### config.mk
export PLATFORM = sky130hd
export DESIGN_NAME = password_check_fsm
export DESIGN_NICKNAME = d
export VERILOG_FILES = /design/src/rtl/pw_pkg.sv /design/src/rtl/rise_edge_det.sv /design/src/rtl/password_check_fsm.sv
export SDC_FILE = /design/constraint.sdc
export NUM_CORES = 1
export LEC_CHECK = 0
export CORE_MARGIN = 2
export CORE_UTILIZATION = 47
export CTS_CLUSTER_DIAMETER = 60
export DETAILED_ROUTE_END_ITERATION = 7
export PLACE_DENSITY = 0.68
export SLEW_MARGIN = 20
export SYNTH_ARGS = -nofsm -noshare
export SYNTH_HDL_FRONTEND = slang
export SYNTH_SLANG_ARGS = --single-unit
### constraint.sdc
create_clock -name new_clk -period 4.46 [get_ports new_clk]
set_input_delay 0.892 -clock new_clk [delete_from_list [all_inputs] [get_ports new_clk]]
set_output_delay 0.892 -clock new_clk [all_outputs]
set_load 0.01 [all_outputs]
### src/rtl/pw_pkg.sv
// pw_pkg: shared state encoding, digit geometry and digit-insert helper for the password checker.
package pw_pkg;

   localparam int DIGIT_W    = 4;
   localparam int NUM_DIGITS = 4;
   localparam int CODE_W     = DIGIT_W * NUM_DIGITS;

   typedef enum logic [2:0] {
      ENTRY,
      CHECK,
      OPEN,
      FAIL_SHOW,
      LOCKOUT,
      PROGRAM
   } state_t;

   // Digit 0 sits in the most significant nibble, matching how the code is read left to right.
   function automatic logic [CODE_W-1:0] put_digit(
      input logic [CODE_W-1:0]  code,
      input logic [1:0]         idx,
      input logic [DIGIT_W-1:0] d
   );
      logic [CODE_W-1:0] r;
      r = code;
      r[(NUM_DIGITS - 1 - int'(idx)) * DIGIT_W +: DIGIT_W] = d;
      return r;
   endfunction

endpackage

### src/rtl/rise_edge_det.sv
// rise_edge_det: one-cycle pulse on a rising level; the level held through reset is absorbed.
module rise_edge_det (
   input  logic clk,
   input  logic rst,
   input  logic d_i,
   output logic rise_o
);

   logic d_q;

   // Tracking the live level during reset means a button held across reset never reads as a press.
   always_ff @(posedge clk) d_q <= d_i;

   assign rise_o = d_i & ~d_q & ~rst;

endmodule

### src/rtl/password_check_fsm.sv
// password_check_fsm: four-digit code entry with unlock, fail display and lockout.
// Define PW_CHANGE_EN to add set_pw and a programmable password register.
module password_check_fsm
   import pw_pkg::*;
#(
   parameter logic [15:0] PASSWORD       = 16'h1234,
   parameter int          MAX_FAIL       = 3,
   parameter int          SHOW_CYCLES    = 4,
   parameter int          LOCKOUT_CYCLES = 16
) (
   input  logic       new_clk,
   input  logic       rst,
   input  logic [3:0] switch_test,
   input  logic       clean_enter,
`ifdef PW_CHANGE_EN
   input  logic       set_pw,
`endif
   output logic [1:0] digit_idx,
   output logic       unlocked,
   output logic       fail,
   output logic       locked_out,
   output logic [3:0] fail_count
);

   state_t            state_q, state_d;
   logic [1:0]        idx_q, idx_d;
   logic [CODE_W-1:0] entry_q, entry_d;
   logic [15:0]       timer_q, timer_d;
   logic [3:0]        fc_q, fc_d;
   logic              unlocked_q, fail_q, locked_q;
   logic [CODE_W-1:0] pw;
   logic              enter_edge;

`ifdef PW_CHANGE_EN
   logic [CODE_W-1:0] pw_q, pw_d;
   assign pw = pw_q;
`else
   assign pw = PASSWORD;
`endif

   rise_edge_det u_enter (
      .clk    (new_clk),
      .rst    (rst),
      .d_i    (clean_enter),
      .rise_o (enter_edge)
   );

   always_comb begin
      state_d = state_q;
      idx_d   = idx_q;
      entry_d = entry_q;
      timer_d = timer_q;
      fc_d    = fc_q;
`ifdef PW_CHANGE_EN
      pw_d    = pw_q;
`endif
      unique case (state_q)
         ENTRY, PROGRAM: begin
            if (enter_edge) begin
               entry_d = put_digit(entry_q, idx_q, switch_test);
               idx_d   = idx_q + 2'd1;
               if (idx_q == 2'(NUM_DIGITS - 1)) begin
                  state_d = (state_q == PROGRAM) ? ENTRY : CHECK;
`ifdef PW_CHANGE_EN
                  if (state_q == PROGRAM) begin
                     pw_d    = entry_d;
                     entry_d = '0;
                  end
`endif
               end
            end
         end
         CHECK: begin
            if (entry_q == pw) begin
               state_d = OPEN;
               fc_d    = '0;
            end else if (({1'b0, fc_q} + 5'd1) == 5'(MAX_FAIL)) begin
               state_d = LOCKOUT;
               timer_d = 16'(LOCKOUT_CYCLES - 1);
               fc_d    = 4'(MAX_FAIL);
            end else begin
               state_d = FAIL_SHOW;
               timer_d = 16'(SHOW_CYCLES - 1);
               fc_d    = (fc_q == 4'hF) ? fc_q : fc_q + 4'd1;
            end
         end
         OPEN: begin
            if (enter_edge) begin
`ifdef PW_CHANGE_EN
               state_d = set_pw ? PROGRAM : ENTRY;
`else
               state_d = ENTRY;
`endif
               entry_d = '0;
               idx_d   = '0;
            end
         end
         FAIL_SHOW: begin
            state_d = (timer_q == '0) ? ENTRY : FAIL_SHOW;
            timer_d = (timer_q == '0) ? '0 : timer_q - 16'd1;
         end
         LOCKOUT: begin
            state_d = (timer_q == '0) ? ENTRY : LOCKOUT;
            timer_d = (timer_q == '0) ? '0 : timer_q - 16'd1;
            fc_d    = (timer_q == '0) ? '0 : fc_q;
         end
         default: state_d = ENTRY;
      endcase
   end

   // Indications are registered from the current state, so they trail the state by one cycle.
   always_ff @(posedge new_clk) begin
      if (rst) begin
         state_q    <= ENTRY;
         idx_q      <= '0;
         entry_q    <= '0;
         timer_q    <= '0;
         fc_q       <= '0;
         unlocked_q <= 1'b0;
         fail_q     <= 1'b0;
         locked_q   <= 1'b0;
      end else begin
         state_q    <= state_d;
         idx_q      <= idx_d;
         entry_q    <= entry_d;
         timer_q    <= timer_d;
         fc_q       <= fc_d;
         unlocked_q <= (state_q == OPEN);
         fail_q     <= (state_q == FAIL_SHOW);
         locked_q   <= (state_q == LOCKOUT);
      end
   end

`ifdef PW_CHANGE_EN
   always_ff @(posedge new_clk) pw_q <= rst ? PASSWORD : pw_d;
`endif

   assign digit_idx  = idx_q;
   assign unlocked   = unlocked_q;
   assign fail       = fail_q;
   assign locked_out = locked_q;
   assign fail_count = fc_q;

endmodule

After elaboration in Yosys (flattened, before gate mapping)
Cells that the tools add are included.
{"block": "classes", "addsub": 6, "n_eq_ne": 15, "n_shift": 2, "n_mux": 25, "bitwise": 4, "reduce_logical": 11}
{"op": "$mux 16", "count": 4}
{"op": "$pmux 16 s2", "count": 2}
{"op": "$neg 5->33", "count": 1}
{"op": "$shift 4x33->16 const A", "count": 1}
{"op": "$shiftx 4x33->16", "count": 1}
{"op": "$mux 4", "count": 5}
{"op": "$mux 3", "count": 6}
{"op": "$bwmux 16", "count": 1}
{"op": "$eq 16x13->1 const B", "count": 1}
{"op": "$logic_not 16->1", "count": 1}
{"op": "$sub 16x1->16 const B", "count": 1}
{"op": "$pmux 3 s5", "count": 1}
{"op": "$ne 2x2->1 const B", "count": 5}
{"op": "$reduce_and 3->1", "count": 3}
{"op": "$pmux 4 s2", "count": 1}
{"op": "$eq 3x2->1 const B", "count": 2}
{"op": "$eq 3x3->1 const B", "count": 2}
{"op": "$mux 2", "count": 3}
{"op": "$reduce_bool 2->1", "count": 3}
{"op": "$add 4x1->5 const B", "count": 1}
{"op": "$eq 5x2->1 const B", "count": 1}
{"op": "$add 4x1->4 const B", "count": 1}
{"op": "$eq 4x4->1 const B", "count": 1}
{"op": "$ne 4x4->1 const B", "count": 1}
{"op": "11 further kinds", "count": 14}
{"block": "word_totals", "regBits": 45, "input_bits": 7, "output_inout_bits": 9, "word_cells": 72}

Longest topological paths before layout
{"block": "depth", "word_depth": 6, "depth_mapped": 8, "depth_no_buf": 7}

Hierarchy
A second synthesis with hierarchy kept.
{"block": "hier_totals", "cells_unflattened": 291, "area_unflattened_um2": 2406.1}
{"module": "password_check_fsm", "n_inst": 1, "cells_each": 289, "area_each_um2": 2373.5, "seq_area_each_um2": 880.8}
{"module": "rise_edge_det", "n_inst": 1, "cells_each": 2, "area_each_um2": 32.5, "seq_area_each_um2": 20.0}

Worst setup path after synthesis
OpenSTA, ideal clock, no wires.
{"block": "synth_timing", "path_kind": "input port to flip-flop", "startpoint": "in rst", "endpoint": "reg entry_q[10]", "setup_time_ns": 0.061, "t_arrival_ns": 2.143, "t_required_ns": 4.399, "setup_slack_ns": 2.256, "path_stages": 5, "path_cell_list": "nor3b_1 o21ai_0 clkbuf_1 nor4_1 a22o_1"}
{"block": "synth_between", "elab_chain_cells": 4}
{"element": "start, declared", "line_no": "password_check_fsm.sv:12", "text": "input logic rst,"}
{"element": "$not 1->1", "line_no": "rise_edge_det.sv:14", "text": "assign rise_o = d_i & ~d_q & ~rst;"}
{"element": "$and 1x1->1", "line_no": "rise_edge_det.sv:14"}
{"element": "$ne 2x2->1 (no line)"}
{"element": "$reduce_and 3->1 (no line)"}
{"element": "end signal, assigned", "line_no": "password_check_fsm.sv:125", "text": "entry_q <= entry_d;"}
{"element": "end, declared", "line_no": "password_check_fsm.sv:27", "text": "logic [CODE_W-1:0] entry_q, entry_d;"}
Parallel ways exist; a longest one is shown, timed or not.
A chain may end at the register's enable or synchronous reset.

Worst setup path after layout
{"block": "layout_timing", "startpoint": "in clean_enter", "endpoint": "reg entry_q[13]"}
{"block": "layout_between", "elab_chain_cells": 4}
{"element": "start, declared", "line_no": "password_check_fsm.sv:14", "text": "input logic clean_enter,"}
{"element": "$and 1x1->1 * (2 in series)", "line_no": "rise_edge_det.sv:14"}
{"element": "$ne 2x2->1 (no line)"}
{"element": "$reduce_and 3->1 (no line) *"}
Every way passes the cells marked *; elsewhere a longest branch is shown, timed or not.

==> key figures <==
Run status
  • Status: finished, final reports clean

Place
  • Placer Congestion: approximately 0.85
  • Estimated wirelength of the detail-placed design: 3477 um
  • Buffers on Ports: 15

Worst setup path
  • Reg2Reg Depth: 5
  • WP data arrival: roughly 2.8 ns
  • Delay-heaviest family, CP: simple AND/OR/NAND/NOR gates
  • Crit-path max FO: 12
  • Flop-to-flop setup slack: around 1.9 ns
  • Reg2reg start: entry_q[0]$_SDFFE_PP0P_
  • Worst path bufs/invs: 2
  • Critical path class: input port to flip-flop
  • Worst setup EP type: flip-flop
  • Reg2reg end: timer_q[4]$_SDFFE_PP0P_
  • Crit-path cells: clkdlybuf4s50_1 -> nor3b_1 -> o21ai_0 -> buf_4 -> nor4_1 -> a22oi_1 -> nor2_1
  • Req. time, crit path: 4.70 ns
  • Worst setup SP type: input port
  • Slowest CP cell: nor4_1
  • Crit-path max cell delay: between 0.5 and 0.6 ns

Die
  • Die Wd: between 70 and 80 um
  • Starting Density: 0.4882
  • Die area: between 5000 and 6000 um^2
  • Placeable Area: ~4700 um^2
  • Die Height: around 74 um
  • Row Count: 25
  • I/O pins: 16

Logic synthesis
  • Yosys warning total: 0
  • Post-Syn Area: ~2300 um^2
  • Main synth FF type: dfxtp_1
  • Post-synth EDFFs: 0
  • Synth cell types: between 50 and 60
  • Post-synthesis sequential area ratio: 0.3907
  • Largest cells by area after synthesis: dfxtp_1 39%, a21oi_1 5.0%, nor2_1 4.1%
  • #FFs+latches synth: between 40 and 50
  • Syn avg cell area: between 8 and 9 um^2
  • Most frequent cell after synthesis: dfxtp_1
  • Async SR Flop Fraction: 0
  • Synth top cells by count: 45 x dfxtp_1, 25 x nor2_1, 23 x a21oi_1
  • Mapped Nets: around 290
  • Yosys top cell area share: 0.3907
  • Gate Count Post-Synth: around 280
  • Synth area leader: dfxtp_1

GRT
  • Global-route wire length before repair: roughly 8400 um
  • Largest net degree at the start of global routing: 29
  • Tot GR Track Use: 0.1972
  • Global route overflow: 0
  • Antenna violations before repair: 0
  • Vias in the first global route: roughly 1800

Route
  • Iteration count of the initial detailed-routing pass: 7
  • First DRT Iteration DRCs: 81
  • Vias/cell: 5.746
  • WL/cell: approximately 14 um
  • # DRC: 0
  • Remaining antenna violation count: 0
  • Routed via count: between 2000 and 2500
  • Routed WL: just under 5000 um

Clock tree
  • TritonCTS clock tree: built
  • Setup bufs post-CTS: 0
  • CTS clock-pin slew for the worst setup and hold paths: ~0.080 ns
  • H-Tree Depth: 2
  • CTS max path bufs: 2
  • TritonCTS buffer count: 5
  • Post-cts sizing count: 0
  • Root Driver: clkbuf_8
  • Clock latency on the worst-skew pair: ~0.30 ns
  • Post-CTS Hold Buffers: 0
  • Clock sinks: 45

STA
  • Endpoints failing hold: 0
  • Worst rel slew slack: 0.4840
  • RSZ-0062 raised after global routing: no
  • Max Freq: 386.0 MHz
  • Setup violators final: 0
  • Post-Route Setup TNS: 0 ns
  • Final worst path period share: 0.5809
  • Final-report max-slew violation count: 0
  • Final worst path period need: 2.591 ns
  • Slew @ Worst Pin: 0.7740 ns
  • Worst Skew: 0.008217 ns

Power and ir drop
  • Maximum vdd drop: approximately 0.17 mV
  • Lkg Pwr: approximately 0.92 nW
  • Total power: approximately 0.75 mW
  • PwrDens: ~290 nW/um^2

Hold path
  • Hold depth: 2
  • HP Class: flip-flop to flip-flop
  • Hold endpoint: entry_q[2]$_SDFFE_PP0P_
  • Hold_sp: entry_q[2]$_SDFFE_PP0P_

Cells and area
  • NumNets Final: 300
  • Layout cell share with drive strength beyond 1: 0.07666
  • Area grow syn2layout: 13.13%
  • Antenna diodes: 0

Flow run
  • Max-cap violations: 0
==> routing by layer <==
layer  wire length (um)  global-route usage  vias up
met3                207             0.04201        9
met4                 88             0.07677        0
met2               2086              0.2877       36
li1                   -                   -     1046
met1               2520              0.2845      943
met5                  0                   0        -
==> sequential cells by signal, summed over array words and instances, names as in the netlist <==
name,flops
fail,1
locked_out,1
fail_count,4
digit_idx,2
state_q,3
unlocked,1
timer_q,16
u_enter.d_q,1
entry_q,16
==> logic make-up (layout without fill, tap and decap cells) <==
kind of cell / after synthesis / in the layout / synth area share
buffers and inverters: 29 / 41 / 0.05317
AOI/OAI and AO/OA: 80 / 80 / 0.2404
adders and majority gates: 7 / 7 / 0.03798
xor gates and xnor gates: 2 / 2 / 0.007598
DFF: 45 / 45 / 0.3907
and+or+nand+nor: 112 / 112 / 0.2702
==> cell usage in the layout (no fill, tap or decap), types with 2 or more instances in the layout <==
cell             count
o21ai_0             12
a22o_1               8
buf_4                2
dfxtp_1             45
o211ai_1             2
o41ai_1              7
and3b_1              2
nor2b_1              3
or2_2                2
a21oi_2              2
a2111oi_0            2
nor3_1               6
o32ai_1              2
or4_1                3
a22oi_1              4
ha_1                 7
inv_1               16
nand3_1             11
nor3b_1              2
nand4_1              5
and2_1               4
or3_1                6
nor4_1               6
and4_1               2
nor2_1              25
clkdlybuf4s50_1     15
o21ai_2              2
o21a_1               2
a21oi_1             23
nor4b_1              3
o31ai_1              4
clkbuf_8             6
nand2_1             21
==> how the worst max path moves through the flow <==
stage               cells past startpoint                  endpoint  slack [ns]                    start
CTS                                     7  entry_q[13]$_SDFFE_PP0P_        1.85              clean_enter
floorplan                               5  entry_q[10]$_SDFFE_PP0P_        2.26                      rst
global route                            5   timer_q[4]$_SDFFE_PP0P_        1.65  entry_q[0]$_SDFFE_PP0P_
finish                                  7  entry_q[13]$_SDFFE_PP0P_        1.87              clean_enter
detailed placement                      7  entry_q[14]$_SDFFE_PP0P_        1.53              clean_enter
global placement                        7  entry_q[14]$_SDFFE_PP0P_        1.57              clean_enter
==> layout make-up <==
| class | instances | area (um^2) |
|---|---|---|
| Clock buffer | 7 | 86.33 |
| Clock inverter | 1 | 30.03 |
| Tap cell | 67 | 83.83 |
| Inverter | 16 | 60.06 |
| Fill cell | 436 | 2115 |
| Multi-Input combinational cell | 201 | 1282 |
| Sequential cell | 45 | 900.9 |
| Timing Repair Buffer | 17 | 165.2 |
==> per-stage QoR <==
step	cell area, um^2	worst slack, ns	cells	utilization	hold slack, ns
after floorplan	2306	2.256	275	-	0.4271
final	2609	1.869	354	0.5523	0.4558
after global placement	2492	1.568	346	0.5277	0.4424
after CTS	2609	1.846	354	0.5523	0.4584
after global routing	2609	1.651	354	0.5523	0.4836
after detailed placement	2492	1.526	346	0.5277	0.4460
==> where the power goes <==
part | internal, mW | switching (mW) | total, mW
Clock | 0.183 | 0.136 | 0.319
Sequential | 0.404 | 0.00204 | 0.406
Combinational | 0.0118 | 0.0172 | 0.0290
Total | 0.598 | 0.155 | 0.753
==> worst reg2reg max path: cells and delay by family (launching register included) <==
family / cells / cell delay [ns]
compound gates: 3 / 1.26
simple gates: 2 / 0.91
flops: 1 / 0.32
(Power assumes the default switching activity.)
